[src/rtl/dmac_pkg.sv]
// dmac_pkg: shared AHB transfer-type encodings and DMA counter widths
package dmac_pkg;
    typedef enum logic [1:0] {
        IDLE    = 2'b00,
        BUSY    = 2'b01,
        NON_SEQ = 2'b10,
        SEQ     = 2'b11
    } htrans_t;
    localparam int DMAC_TSZ_W = 16;
    localparam int DMAC_BLEN_W = 5;
    localparam logic [DMAC_BLEN_W-1:0] DMAC_MAX_BURST = 5'd16;
endpackage

[src/rtl/dmac_xfer_counter.sv]
// dmac_xfer_counter: per-channel beat/burst/remaining-transfer counter with status flags
//   clk, rst                  clock, synchronous active-high reset
//   transfer_size, burst_len  programmed totals; t_sel+sz_en loads them
//   burst_en, b_sel           burst-length load (0: min(burst, size), 1: remaining)
//   count_en, HTrans, write   one issued beat, its transfer type and phase
//   bsz, tslb, tsz            burst done, short tail, transfer done
//   remaining, beat_cnt       write beats left, beats in current phase
//   cfg_err                   sticky bad burst length / underflow
module dmac_xfer_counter
    import dmac_pkg::*;
(
    input  logic                   clk,
    input  logic                   rst,
    input  logic [DMAC_TSZ_W-1:0]  transfer_size,
    input  logic [DMAC_BLEN_W-1:0] burst_len,
    input  logic                   t_sel,
    input  logic                   sz_en,
    input  logic                   burst_en,
    input  logic                   b_sel,
    input  logic                   count_en,
    input  logic [1:0]             HTrans,
    input  logic                   write,
    output logic                   bsz,
    output logic                   tslb,
    output logic                   tsz,
    output logic [DMAC_TSZ_W-1:0]  remaining,
    output logic [DMAC_BLEN_W-1:0] beat_cnt,
    output logic                   cfg_err
);
    localparam int PAD = DMAC_TSZ_W - DMAC_BLEN_W;
    logic [DMAC_TSZ_W-1:0]  rem_r;
    logic [DMAC_BLEN_W-1:0] burst_cfg_r, blen_r, beat_r;
    logic                   err_r;
    logic                   load, bad_len, nseq, seq, dec;
    logic [DMAC_BLEN_W-1:0] blen_clamp, blen_min;
    always_comb begin
        load       = sz_en && t_sel;
        bad_len    = burst_len == '0 || burst_len > DMAC_MAX_BURST;
        blen_clamp = burst_len == '0 ? 5'd1 : burst_len > DMAC_MAX_BURST ? DMAC_MAX_BURST : burst_len;
        // Taken from the inputs so a burst load can share the cycle with sz_en
        blen_min   = transfer_size < {{PAD{1'b0}}, blen_clamp} ? transfer_size[DMAC_BLEN_W-1:0] : blen_clamp;
        nseq       = count_en && HTrans == NON_SEQ;
        seq        = count_en && HTrans == SEQ;
        dec        = (nseq || seq) && write;
    end
    always_ff @(posedge clk) begin
        if (rst) begin
            rem_r       <= '0;
            burst_cfg_r <= '0;
            blen_r      <= '0;
            beat_r      <= '0;
            err_r       <= 1'b0;
        end else begin
            if (load) begin
                rem_r       <= transfer_size;
                burst_cfg_r <= blen_clamp;
                beat_r      <= '0;
                err_r       <= bad_len;
            end else begin
                if (nseq)
                    beat_r <= 5'd1;
                else if (seq && beat_r != DMAC_MAX_BURST)
                    beat_r <= beat_r + 5'd1;
                if (dec) begin
                    if (rem_r == '0)
                        err_r <= 1'b1;
                    else
                        rem_r <= rem_r - 16'd1;
                end
            end
            // b_sel is only used once tslb holds, so rem_r fits the burst width
            if (burst_en)
                blen_r <= b_sel ? rem_r[DMAC_BLEN_W-1:0] : blen_min;
        end
    end
    assign bsz       = beat_r == blen_r && blen_r != '0;
    assign tsz       = rem_r == '0;
    assign tslb      = rem_r != '0 && rem_r < {{PAD{1'b0}}, burst_cfg_r};
    assign remaining = rem_r;
    assign beat_cnt  = beat_r;
    assign cfg_err   = err_r;
endmodule

[config.mk]
export PLATFORM = sky130hd
export DESIGN_NAME = dmac_xfer_counter
export DESIGN_NICKNAME = d
export VERILOG_FILES = /design/src/rtl/dmac_pkg.sv /design/src/rtl/dmac_xfer_counter.sv
export SDC_FILE = /design/constraint.sdc
export NUM_CORES = 1
export LEC_CHECK = 0
export BUFFER_PORTS_ARGS = -buffer_cell sky130_fd_sc_hd__clkbuf_2
export CORE_MARGIN = 2
export CORE_UTILIZATION = 55
export DETAILED_ROUTE_END_ITERATION = 6
export HOLD_SLACK_MARGIN = 0.03
export PLACE_DENSITY = 0.87
export SLEW_MARGIN = 20
export SYNTH_ARGS = -nofsm -noshare
export SYNTH_HDL_FRONTEND = slang
export SYNTH_SLANG_ARGS = --single-unit
export TNS_END_PERCENT = 100
[constraint.sdc]
create_clock -name clk -period 5.35 [get_ports clk]
set_clock_uncertainty 0.15 [all_clocks]
set_input_delay 0.2675 -clock clk [delete_from_list [all_inputs] [get_ports clk]]
set_output_delay 0.2675 -clock clk [all_outputs]
set_load 0.05 [all_outputs]
# ---- Yosys cells after proc, flatten, opt, wreduce, memory -nomap -nowiden
# Index checks and enable logic that the tools add are counted.
dict set report op_classes {
  addsub 2
  mul 0
  n_div 0
  n_lt_le_gt_ge 3
  eq_ne 5
  n_shift 0
  muxes 12
  bitwise 0
  reduce_logical 20
}
# operator n
set ops {}
lappend ops {{2-to-1 mux 16 bit} 3}
lappend ops {{< comparator 16 x 5 -> 1 bit} 2}
lappend ops {{2-to-1 mux 5 bit} 4}
lappend ops {{logical NOT 16 bit} 1}
lappend ops {{nonzero test 16 bit} 1}
lappend ops {{subtractor 16 x 1 -> 16 bit (second input constant)} 1}
lappend ops {{logical AND 1 bit} 7}
lappend ops {{nonzero test 2 bit} 3}
lappend ops {{adder 5 x 1 -> 5 bit (second input constant)} 1}
lappend ops {{equality test 5 bit} 1}
lappend ops {{> comparator 5 bit (second input constant)} 1}
lappend ops {{logical NOT 5 bit} 1}
lappend ops {{2-to-1 mux 1 bit} 5}
lappend ops {{!= test 5 bit (second input constant)} 1}
lappend ops {{nonzero test 5 bit} 1}
lappend ops {{equality test 2 bit (second input constant)} 2}
lappend ops {{AND reduction 2 bit} 2}
lappend ops {{OR reduction 3 bit} 1}
lappend ops {{logical OR 1 bit} 2}
lappend ops {{!= test 2 x 1 -> 1 bit (second input constant)} 1}
lappend ops {{OR reduction 2 bit} 1}
dict set report totals {
  register_bits 32
  latchBits 0
  ramBits 0
  mem_bits_ro 0
  mem_count 0
}

# ---- Depth between registers and ports, before layout
dict set report logic_depth {
  word_depth 6
  ltp_mapped 11
}

# ---- Worst setup path after synthesis
# OpenSTA, ideal clock, no wires.
dict set report synth_path {
  path_kind {register to output}
  startpoint {reg rem_r[12] (netlist: remaining[12])}
  endpoint {out tslb}
  arrival_ns 2.487
  required_ns 4.933
  slack_ns 2.446
  path_stages_with_launch 6
  path_cell_list {dfxtp_1 or4_1 nor3_2 buf_2 nand4b_1 a21oi_1}
}
dict set report synth_between {
  elab_chain_cells 2
}
# item line
set synth_rtl {}
lappend synth_rtl {{start: declaration} dmac_xfer_counter.sv:31} ;# logic [DMAC_TSZ_W-1:0] rem_r;
lappend synth_rtl {{start signal: assignment} dmac_xfer_counter.sv:55} ;# rem_r <= transfer_size;
lappend synth_rtl {{start signal: assignment} dmac_xfer_counter.sv:68} ;# rem_r <= rem_r - 16'd1;
lappend synth_rtl {{< comparator 16 x 5 -> 1 bit or nonzero test 16 bit (tied branches)} dmac_xfer_counter.sv:78} ;# assign tslb = rem_r != '0 && rem_r < {{PAD{1'b0}}, burst_cfg_r};
lappend synth_rtl {{logical AND 1 bit *} dmac_xfer_counter.sv:78}
lappend synth_rtl {{end: declaration} dmac_xfer_counter.sv:24} ;# output logic tslb,
# Mark *: on every way between the ends. The rest lies on a longest branch, timed or not.

# ---- Worst setup path in the final report
# Same ends and word-level chain as after synthesis.

==> flow_summary.ini <==
[timing]
fin_ws_ns = 2.37
setup_violations = 0
worstMarginPinSlew_ns = 0.777
hold_viol = 0
clock.fmax_mhz = 336
drv_slew = 0
relSlewSlack_pct = 47.9
finalCritPeriodShare_pct = 55.7
rsz0062_at_grt = false
hold_slack_ns = 0.0877
layout_min_cycle_time_ns = 2.98
fin_tns_setup_ns = 0

[synth]
yosysMostFrequentCell = nor2_1
yosysSeqAreaShare_pct = 30.8
syn_nets = 301
ys_ff_latch = 32
synth.area.top_cells = dfxtp_1, ha_1, nor2_1
yosys.area.top_type = dfxtp_1
synth_commonest_cells = nor2_1, dfxtp_1, nand2_1, a21oi_1, xnor2_1
synth_edf_count = 0
async_flop_share_pct = 0
synth_top_area_share_pct = 30.8
yosysWarnings = 0
avgSynthCellArea_um2 = 8.10
synth_area_um2 = 2080
ys_types = 50
synth_cells = 257
synth_ff_type = dfxtp_1

[detailed_routing]
met2_wirelength_um = 2480
drt-vias-per-instance = 5.85
wl_met3_um = 364
topRoutingLayerUsed = met4
drt-wirelength-per-cell_um = 14.7
met1Wirelength_um = 2360
routed_wl_um = 5270
drt_first_pass_iters = 4
vias = 2094
drtIter0Drc = 80
final_antenna_net_count = 0
drc = 0

[setup_path]
worstPathArrival_ns = 2.56
r2r-start = remaining[12]
cp.required_ns = 4.93
r2r_setup_slack_ns = 2.75
reg2reg_to = remaining[9]
cp-start-kind = register
rr_worst_depth = 5
endpoint = tslb
critPathCaptureType = output pin
crit_start = remaining[12]
cp_max_fo = 13
path_class = reg2out

[pwr]
p_per_area_nw_per_um2 = 286
vdd_ir_drop_max_uv = 177
total_leakage_power_nw = 1.03
p_total_mw = 0.716

[floorplanning]
die_area_um2 = 4290
die_x_um = 65.5
fp-row-count = 22
die_height_um = 65.5
num_io_pins = 56
core-area_um2 = 3660
start_util_pct = 56.9

[placement]
port_buffers = 55
hpwl_um = 3900
place_area_um2 = 2380
dp_cells = 350
preCtsSetupSlack_ns = 2.36
place_congestion = 0.829

[clocking]
cts_tree = built
htreeDepth = 2
postCtsHoldBufs = 0
cts_resized = 0
clock_path_buffers = 2
clock-sinks = 32
clk_pin_slew_ns = 0.07
root_buffer = clkbuf_8
clk_latency_ns = 0.29
post-cts-setup-buffer-count = 0
cts_made_buffers = 5

[run_status]
status = completed

[global_route]
grt_pass1_wl_um = 9050
grt_usage_pct = 27.2
antenna_found_initial = 0
grt_max_degree = 37
grt_pass1_vias = 1903
grt_remaining_overflow = 0

[run]
maxCapViolations = 0

[finish]
final_cell_area_um2 = 2510
nFillCells = 325
nets = 353
drive_above_1_share_pct = 25.2
fin_cells = 358
multi_input_area_um2 = 1350
seq_area_um2 = 641
diodes = 0
post-route-util_pct = 68.5
synthToLayoutAreaGrowth_pct = 20.4

[worst_hold_path]
hp-class = in2reg
## worst min-delay path by stage
stage,startpoint,to,slack (ns),cells past startpoint
after global placement,burst_cfg_r[3],burst_cfg_r[3],0.29,2
after detailed placement,burst_cfg_r[3],burst_cfg_r[3],0.30,2
after global routing,transfer_size[6],remaining[6],0.09,3
after CTS,transfer_size[6],remaining[6],0.07,3
final,transfer_size[6],remaining[6],0.09,3
after floorplan,transfer_size[6],remaining[6],0.25,2
## critical path: stages, from the launching register on
cell and delay, ns:
dfxtp_1 0.38, or4_1 0.60, nor3_2 0.66, nand4b_1 0.18, a21oi_1 0.15, clkbuf_2 0.29
## layout by cell type, fill, tap and decap left out, types with 3 or more instances in the layout
cell type,instances
nand3_1,5
a21oi_1,17
nor2_1,38
nor2b_1,4
dfxtp_1,32
ha_1,13
nand4_1,5
o22ai_1,3
and3_1,6
o21ai_0,6
xnor2_1,16
mux2i_1,3
a211oi_1,14
inv_1,14
xor2_1,3
clkbuf_8,7
nor4_1,5
clkbuf_2,55
nor3_1,7
a21o_1,4
a311oi_1,3
nand2_1,17
## logic make-up (layout without fill, tap and decap cells)
| kind of cell | count (synthesis) | in the layout | synth area share [%] |
|---|---|---|---|
| multiplexers | 5 | 5 | 2.52 |
| AND/OR/NAND/NOR | 103 | 103 | 25.4 |
| buffers and inverters | 24 | 77 | 4.45 |
| flip-flops | 32 | 32 | 30.8 |
| AO/OA/AOI/OAI | 61 | 61 | 21.0 |
| XOR/XNOR | 19 | 19 | 7.99 |
| adder cells (fa/ha/maj) | 13 | 13 | 7.81 |
## layout make-up
| type | instances | share of cell area (%) |
|---|---|---|
| clock buffer | 7 | 3.84 |
| inverter | 14 | 2.10 |
| multi-input combinational | 201 | 53.9 |
| timing repair buffer | 55 | 11.0 |
| sequential | 32 | 25.6 |
| tap | 48 | 2.40 |
| clock inverter | 1 | 1.20 |
## sequential cells by signal, summed over array words and instances (netlist names)
register,cells
cfg_err,1
beat_cnt,5
blen_r,5
burst_cfg_r,5
remaining,16
## layer usage
layer | vias up | track usage, %
met1 | 974 | 36.5
met3 | 8 | 5.99
li1 | 1039 | -
met5 | - | 0
met4 | 0 | 8.07
met2 | 73 | 43.8
## report_power, final
part           internal, mW  switching [mW]  leakage [nW]
Sequential            0.253          0.0210         0.262
Combinational        0.0639           0.119         0.698
Clock                 0.164          0.0945        0.0645
Total                 0.481           0.235          1.03
No activity file was read; power rests on OpenSTA's default activity.
